===== src/rtl/angle_pid_controller_if.sv =====
// rtl/angle_pid_controller_if.sv - per-channel sensor/controller signal bundle
interface angle_pid_controller_if #(
  parameter int NUMBER_OF_SENSORS = 1
);
  logic [NUMBER_OF_SENSORS-1:0]    cycle;
  logic [32*NUMBER_OF_SENSORS-1:0] angle_absolute;
  logic [32*NUMBER_OF_SENSORS-1:0] setpoint;
  logic [NUMBER_OF_SENSORS-1:0]    enable;
  logic [16*NUMBER_OF_SENSORS-1:0] pid_out;
  logic [NUMBER_OF_SENSORS-1:0]    done;

  modport master (
    output cycle, angle_absolute, setpoint, enable,
    input  pid_out, done
  );

  modport slave (
    input  cycle, angle_absolute, setpoint, enable,
    output pid_out, done
  );
endinterface


===== src/rtl/angle_pid_controller.sv =====
// rtl/angle_pid_controller.sv - time-shared multi-channel PID angle controller
module angle_pid_controller #(
  parameter int NUMBER_OF_SENSORS = 1,
  parameter int SHIFT = 8
) (
  input  logic                      clock,
  input  logic                      reset_n,
  angle_pid_controller_if.slave     bus,
  input  logic signed [15:0]        Kp,
  input  logic signed [15:0]        Ki,
  input  logic signed [15:0]        Kd,
  input  logic [14:0]               integral_limit,
  input  logic [14:0]               output_limit,
  output logic                      busy
);
  localparam int N  = NUMBER_OF_SENSORS;
  localparam int CW = (N > 1) ? $clog2(N) : 1;

  typedef enum logic [2:0] {IDLE, ERR, MUL, SUM, CLAMP, WRITE} state_t;

  state_t              state_q, state_d;
  logic [N-1:0]        pending_q, pending_d;
  logic [CW-1:0]       chan_q, chan_d;
  logic                abort_q;
  logic [N-1:0]        done_q;
  logic signed [15:0]  integ_q    [N];
  logic signed [15:0]  err_prev_q [N];
  logic signed [15:0]  pid_q      [N];
  logic signed [15:0]  err_q, integ_w_q, deriv_q, clamp_q;
  logic signed [31:0]  p_q, i_q, d_q;
  logic signed [33:0]  sum_q;

  logic                sel_en;
  logic signed [31:0]  sp_c, ang_c;
  logic signed [32:0]  err_wide;
  logic signed [16:0]  deriv_wide;
  logic signed [17:0]  integ_wide, ilim, ilim_n;
  logic signed [15:0]  err_c, deriv_c, integ_c, clamp_c;
  logic signed [33:0]  sum_c, olim, olim_n;

  assign sel_en = bus.enable[chan_q];

  always_comb begin
    sp_c       = bus.setpoint[32*chan_q +: 32];
    ang_c      = bus.angle_absolute[32*chan_q +: 32];
    err_wide   = {sp_c[31], sp_c} - {ang_c[31], ang_c};
    if (err_wide > 33'sd32767)       err_c = 16'sh7fff;
    else if (err_wide < -33'sd32768) err_c = 16'sh8000;
    else                             err_c = err_wide[15:0];

    deriv_wide = {err_c[15], err_c} - {err_prev_q[chan_q][15], err_prev_q[chan_q]};
    if (deriv_wide > 17'sd32767)       deriv_c = 16'sh7fff;
    else if (deriv_wide < -17'sd32768) deriv_c = 16'sh8000;
    else                               deriv_c = deriv_wide[15:0];

    integ_wide = {{2{integ_q[chan_q][15]}}, integ_q[chan_q]} + {{2{err_c[15]}}, err_c};
    ilim       = {3'b000, integral_limit};
    ilim_n     = -ilim;
    if (integ_wide > ilim)        integ_c = ilim[15:0];
    else if (integ_wide < ilim_n) integ_c = ilim_n[15:0];
    else                          integ_c = integ_wide[15:0];

    sum_c  = {{2{p_q[31]}}, p_q} + {{2{i_q[31]}}, i_q} + {{2{d_q[31]}}, d_q};
    olim   = {19'b0, output_limit};
    olim_n = -olim;
    if (sum_q > olim)        clamp_c = olim[15:0];
    else if (sum_q < olim_n) clamp_c = olim_n[15:0];
    else                     clamp_c = sum_q[15:0];
  end

  // A new pulse wins over the IDLE-side clear so a mid-pass pulse reruns the channel.
  always_comb begin
    state_d   = state_q;
    chan_d    = chan_q;
    pending_d = pending_q;
    busy      = (state_q != IDLE);
    case (state_q)
      IDLE: begin
        if (|pending_q) begin
          for (int k = N - 1; k >= 0; k--) begin
            if (pending_q[k]) chan_d = CW'(k);
          end
          pending_d[chan_d] = 1'b0;
          state_d           = ERR;
        end
      end
      ERR:     state_d = MUL;
      MUL:     state_d = SUM;
      SUM:     state_d = CLAMP;
      CLAMP:   state_d = WRITE;
      WRITE:   state_d = IDLE;
      default: state_d = IDLE;
    endcase
    pending_d = (pending_d | bus.cycle) & bus.enable;
  end

  always_ff @(posedge clock or negedge reset_n) begin
    if (!reset_n) begin
      state_q   <= IDLE;
      pending_q <= '0;
      chan_q    <= '0;
      abort_q   <= 1'b0;
      done_q    <= '0;
      err_q     <= '0;
      integ_w_q <= '0;
      deriv_q   <= '0;
      p_q       <= '0;
      i_q       <= '0;
      d_q       <= '0;
      sum_q     <= '0;
      clamp_q   <= '0;
      for (int k = 0; k < N; k++) begin
        integ_q[k]    <= '0;
        err_prev_q[k] <= '0;
        pid_q[k]      <= '0;
      end
    end else begin
      state_q   <= state_d;
      pending_q <= pending_d;
      chan_q    <= chan_d;
      done_q    <= '0;
      for (int k = 0; k < N; k++) begin
        if (!bus.enable[k]) begin
          integ_q[k]    <= '0;
          err_prev_q[k] <= '0;
          pid_q[k]      <= '0;
        end
      end
      case (state_q)
        IDLE: abort_q <= 1'b0;
        ERR: begin
          err_q     <= err_c;
          deriv_q   <= deriv_c;
          integ_w_q <= integ_c;
          if (sel_en) integ_q[chan_q] <= integ_c;
        end
        MUL: begin
          p_q <= 32'(Kp) * 32'(err_q);
          i_q <= 32'(Ki) * 32'(integ_w_q);
          d_q <= 32'(Kd) * 32'(deriv_q);
        end
        SUM:   sum_q   <= sum_c >>> SHIFT;
        CLAMP: clamp_q <= clamp_c;
        WRITE: begin
          if (sel_en && !abort_q) begin
            pid_q[chan_q]      <= clamp_q;
            err_prev_q[chan_q] <= err_q;
            done_q[chan_q]     <= 1'b1;
          end
        end
        default: ;
      endcase
      // Any dip of enable during a pass discards it, even if enable returns before WRITE.
      if (state_q != IDLE && !sel_en) abort_q <= 1'b1;
    end
  end

  for (genvar g = 0; g < N; g++) begin : g_pack
    assign bus.pid_out[16*g +: 16] = pid_q[g];
  end
  assign bus.done = done_q;
endmodule

===== src/flat_wrapper.sv =====
// flat-port wrapper written by rule: the top's interface ports become plain ports
module angle_pid_controller_flat 
#(
  parameter int NUMBER_OF_SENSORS = 1,
  parameter int SHIFT = 8
)
  (clock, reset_n, Kp, Ki, Kd, integral_limit, output_limit, busy, bus_cycle, bus_angle_absolute, bus_setpoint, bus_enable, bus_pid_out, bus_done);
  angle_pid_controller_if #(.NUMBER_OF_SENSORS(NUMBER_OF_SENSORS)) bus_i ();
  input  logic clock;
  input  logic reset_n;
  input  logic signed [15:0] Kp;
  input  logic signed [15:0] Ki;
  input  logic signed [15:0] Kd;
  input  logic [14:0] integral_limit;
  input  logic [14:0] output_limit;
  output logic busy;
  input wire logic [$bits(bus_i.cycle)-1:0] bus_cycle;
  input wire logic [$bits(bus_i.angle_absolute)-1:0] bus_angle_absolute;
  input wire logic [$bits(bus_i.setpoint)-1:0] bus_setpoint;
  input wire logic [$bits(bus_i.enable)-1:0] bus_enable;
  output wire logic [$bits(bus_i.pid_out)-1:0] bus_pid_out;
  output wire logic [$bits(bus_i.done)-1:0] bus_done;
  assign bus_i.cycle = bus_cycle;
  assign bus_i.angle_absolute = bus_angle_absolute;
  assign bus_i.setpoint = bus_setpoint;
  assign bus_i.enable = bus_enable;
  assign bus_pid_out = bus_i.pid_out;
  assign bus_done = bus_i.done;
  angle_pid_controller #(.NUMBER_OF_SENSORS(NUMBER_OF_SENSORS), .SHIFT(SHIFT)) u_core (.clock(clock), .reset_n(reset_n), .bus(bus_i), .Kp(Kp), .Ki(Ki), .Kd(Kd), .integral_limit(integral_limit), .output_limit(output_limit), .busy(busy));
endmodule

===== config.mk =====
export PLATFORM = sky130hd
export DESIGN_NAME = angle_pid_controller_flat
export DESIGN_NICKNAME = d
export VERILOG_FILES = /design/src/rtl/angle_pid_controller_if.sv /design/src/rtl/angle_pid_controller.sv /design/src/flat_wrapper.sv
export SDC_FILE = /design/constraint.sdc
export NUM_CORES = 2
export LEC_CHECK = 0
export ABC_AREA = 1
export CAP_MARGIN = 20
export CORE_UTILIZATION = 25
export DETAILED_ROUTE_END_ITERATION = 6
export SLEW_MARGIN = 25
export SYNTH_ARGS = -nofsm -noshare
export SYNTH_HDL_FRONTEND = slang
export SYNTH_SLANG_ARGS = --single-unit

===== constraint.sdc =====
create_clock -name clock -period 6.7 [get_ports clock]
set_input_delay 1.34 -clock clock [delete_from_list [all_inputs] [get_ports clock]]
set_output_delay 1.34 -clock clock [all_outputs]
set_load 0.02 [all_outputs]

==> run summary <==
Status - finished clean
Die W - 442 um
Setup Viol. Count Final - 0
Die height - 442 um
Final hold violation count - 0
Clk buf depth - 3
Syn_area_per_cell - 7.79 um2
FF-to-FF Start - u_core.integ_w_q[2]$_DFFE_PN0N_
Drc violations - 0
RSZ-0062 raised after global routing - yes
Starting DRT DRC Count - 2520
Req. time, crit path - 7.19 ns
IO Pins - 164
Clock Tree Root - clkbuf_16
CP endpoint kind - register
CTS Sinks - 240
Main synth FF type - dfrtp_1
Global-route wire length before repair - 231000 um
Sequential fraction of the synthesis area - 12.4%
GP Congestion - 0.913
Number of unique standard cell types used by synthesis - 57
Synth Net Count - 7619
Worst slew pin tran - 0.987 ns
Grt total ovfl - 0
Core box area - 0.193 mm2
Normalized max-slew margin - 34.2%
Tmin final - 6.57 ns
Max_cap viols - 0
Final worst path period share - 98.1%
Row count - 161
Layout area overhead - 26.3%
Wire per inst - 15.4 um
Yosys Warn Count - 0
Critical path arrival - 7.06 ns
Worst hold path class - reg -> reg
Hold Path Depth - 2
Worst-path fanout max - 8
Buffers on Ports - 163
Post-route insts no fill - 9472
WL final - 145000 um
Area leader, netlist - fa_1
Worst R2R End - u_core.i_q[29]$_DFFE_PN0P_
Total CTS buffers - 28
Worst Reg-to-Reg Cells - 19
CTS Hold Bufs - 0
H-tree depth - 1
Worst Setup EP - u_core.p_q[29]$_DFFE_PN0P_
Critical path type - in -> reg
Share of layout cells above drive strength 1 - 18.2%
Worst R2R Setup Slack - 0.51 ns
Synth Register Bits - 240
Fin nets - 8312
Max Fclk - 152 MHz
CTS tree - done
Antenna violations before repair - 11
Post-synth ARST share - 100%
Placed cell count - 9369
Hpwl dp - 124000 um
Starting Density - 25.2%
GRT Overall Usage - 14.7%
Final Slew Violations - 0
Worst-Skew Late Latency - 0.59 ns
Vias/cell - 4.39
Post-synth EDFFs - 0
Top-area cell type share of the netlist area - 33.8%
Drt pass-1 iters - 7
Maximum number of pins on one net before global-route repair - 151
Final ANT Viol Nets - 0
Routed via count - 41600
Top cells by area, synth - fa_1 (34%), nand2_1 (13%), dfrtp_1 (12%), inv_1 (11%), ha_1 (11%)
Max Clock Skew - 0.0516 ns
Vias in the first global route - 43200
Die Area - 0.196 mm2
Cells after Synth - 6230
CP Launch Point - Kp[9]
Netlist area before placement - 0.0485 mm2
Clock-pin slew on the worst setup and hold paths - 0.07 ns
Worst setup SP type - input port
-- area by class of cell --
class | instances | area [um2]
flip-flops and latches | 240 | 6010
inverters | 1467 | 5510
repair buffers | 877 | 7560
clock buffers | 37 | 805
fillers | 20200 | 131000
clock inverters | 12 | 108
diodes | 4 | 10.0
multi-input cells | 4309 | 38100
well taps | 2526 | 3160
-- placed cells by master (no fill, tap or decap), drive strengths merged, types with 173 or more instances in the layout --
master | synthesis | layout
a21oi | 230 | 230
ha | 423 | 423
o21ai | 234 | 234
nor2 | 231 | 231
inv | 1464 | 1463
buf | 15 | 715
nand3 | 173 | 173
fa | 820 | 820
dfrtp | 240 | 240
nand2 | 1664 | 1666
-- routing by layer --
layer / vias to the layer above / share of wire (%) / track usage, %
met5: - / 0 / 0
met4: 0 / 3.5 / 4.33
met3: 205 / 4.0 / 1.22
met2: 962 / 49 / 25.7
met1: 20400 / 43 / 19.1
li1: 20100 / - / -
-- worst min path at each step --
| stage | end | slack (ns) | from |
|---|---|---|---|
| 2_1_floorplan | u_core.p_q[0]$_DFFE_PN0P_ | 0.45 | u_core.p_q[0]$_DFFE_PN0P_ |
| 3_3_place_gp | u_core.bus.pid_out[3]$_DFF_PN0_ | 0.47 | u_core.clamp_q[3]$_DFFE_PN0N_ |
| 3_5_place_dp | u_core.sum_q[0]$_DFFE_PN0N_ | 0.48 | u_core.sum_q[0]$_DFFE_PN0N_ |
| 4_1_cts | u_core.sum_q[0]$_DFFE_PN0N_ | 0.49 | u_core.sum_q[0]$_DFFE_PN0N_ |
| 5_1_grt | u_core.bus.pid_out[3]$_DFF_PN0_ | 0.53 | u_core.clamp_q[3]$_DFFE_PN0N_ |
| 6_report | u_core.sum_q[0]$_DFFE_PN0N_ | 0.49 | u_core.sum_q[0]$_DFFE_PN0N_ |
-- worst max-delay path: stages --
cell,delay [ns]
clkdlybuf4s50_1,0.44
buf_12,0.16
buf_4,0.16
or2_2,0.30
fa_1,0.48
fa_1,0.50
inv_1,0.05
fa_1,0.51
fa_1,0.51
fa_1,0.53
fa_1,0.49
ha_1,0.35
a21oi_1,0.19
o21ai_1,0.13
a211oi_2,0.30
o211ai_1,0.18
or2_2,0.30
nand3_1,0.07
nand2_1,0.06
-- synthesized netlist by cell type, drive strengths merged, types with 2 or more instances --
library cell  number
ha               423
inv             1464
a21o              13
a221oi             4
or2               78
clkinv             3
buf               15
nor2             231
nand4             39
a21boi            16
nand3b            20
a31oi             40
and3               2
xor2              87
a21oi            230
xnor2             80
o21bai            17
nand2           1664
nand3            173
o211ai            11
a22oi             10
dfrtp            240
o31ai             26
o21ai            234
nor3              44
nor3b              2
clkbuf           201
fa               820
nor4              20
a211oi             7
o21a              11
-- cells by family (layout without fill, tap and decap cells) --
group / after synthesis / count (layout) / synth area share, %
AO/OA/AOI/OAI: 622 / 622 / 7.19
XOR/XNOR: 167 / 167 / 3.03
adder cells (fa/ha/maj): 1243 / 1243 / 44.8
buffers and inverters: 1683 / 2393 / 13.2
flip-flops: 240 / 240 / 12.4
other: 0 / 4 / 0
AND/OR/NAND/NOR: 2275 / 2277 / 19.5
-- sequential cells by signal, indices dropped and copies added, names as in the netlist --
register and cells:
u_core.err_q 16, u_core.pending_q 1, u_core.err_prev_q 16, u_core.integ_q 16
u_core.i_q 32, u_core.state_q 3, u_core.bus.pid_out 16, u_core.clamp_q 16
u_core.p_q 32, u_core.abort_q 1, u_core.sum_q 26, u_core.d_q 32
u_core.integ_w_q 16, u_core.deriv_q 16, u_core.bus.done 1
-- through the flow --
step / cell area, um2 / TNS [ns] / hold WS [ns] / setup WS, ns / util [%]
6_report: 61300 / 0 / 0.487 / 0.126 / 31.8
5_1_grt: 61300 / -2.63 / 0.528 / -0.117 / 31.8
4_1_cts: 58900 / 0 / 0.494 / 0.00490 / 30.6
3_5_place_dp: 57800 / -48.69 / 0.480 / -0.824 / 30.0
3_3_place_gp: 57800 / -42.40 / 0.472 / -0.783 / 30.0
2_1_floorplan: 48500 / 0 / 0.449 / 0.0268 / -
-- repair_timing --
| item | 4_1_cts | 5_1_grt |
|---|---|---|
| endpoints found under the setup margin | 43 | 76 |
| cloned | 0 | 5 |
| setup buffers | 2 | 43 |
| gates resized for setup | 40 | 461 |
| pin swaps | 9 | 191 |
Power is left out: the tool's default activity adds up to more than one toggle a clock period on the data nets, which glitch-free logic cannot reach.
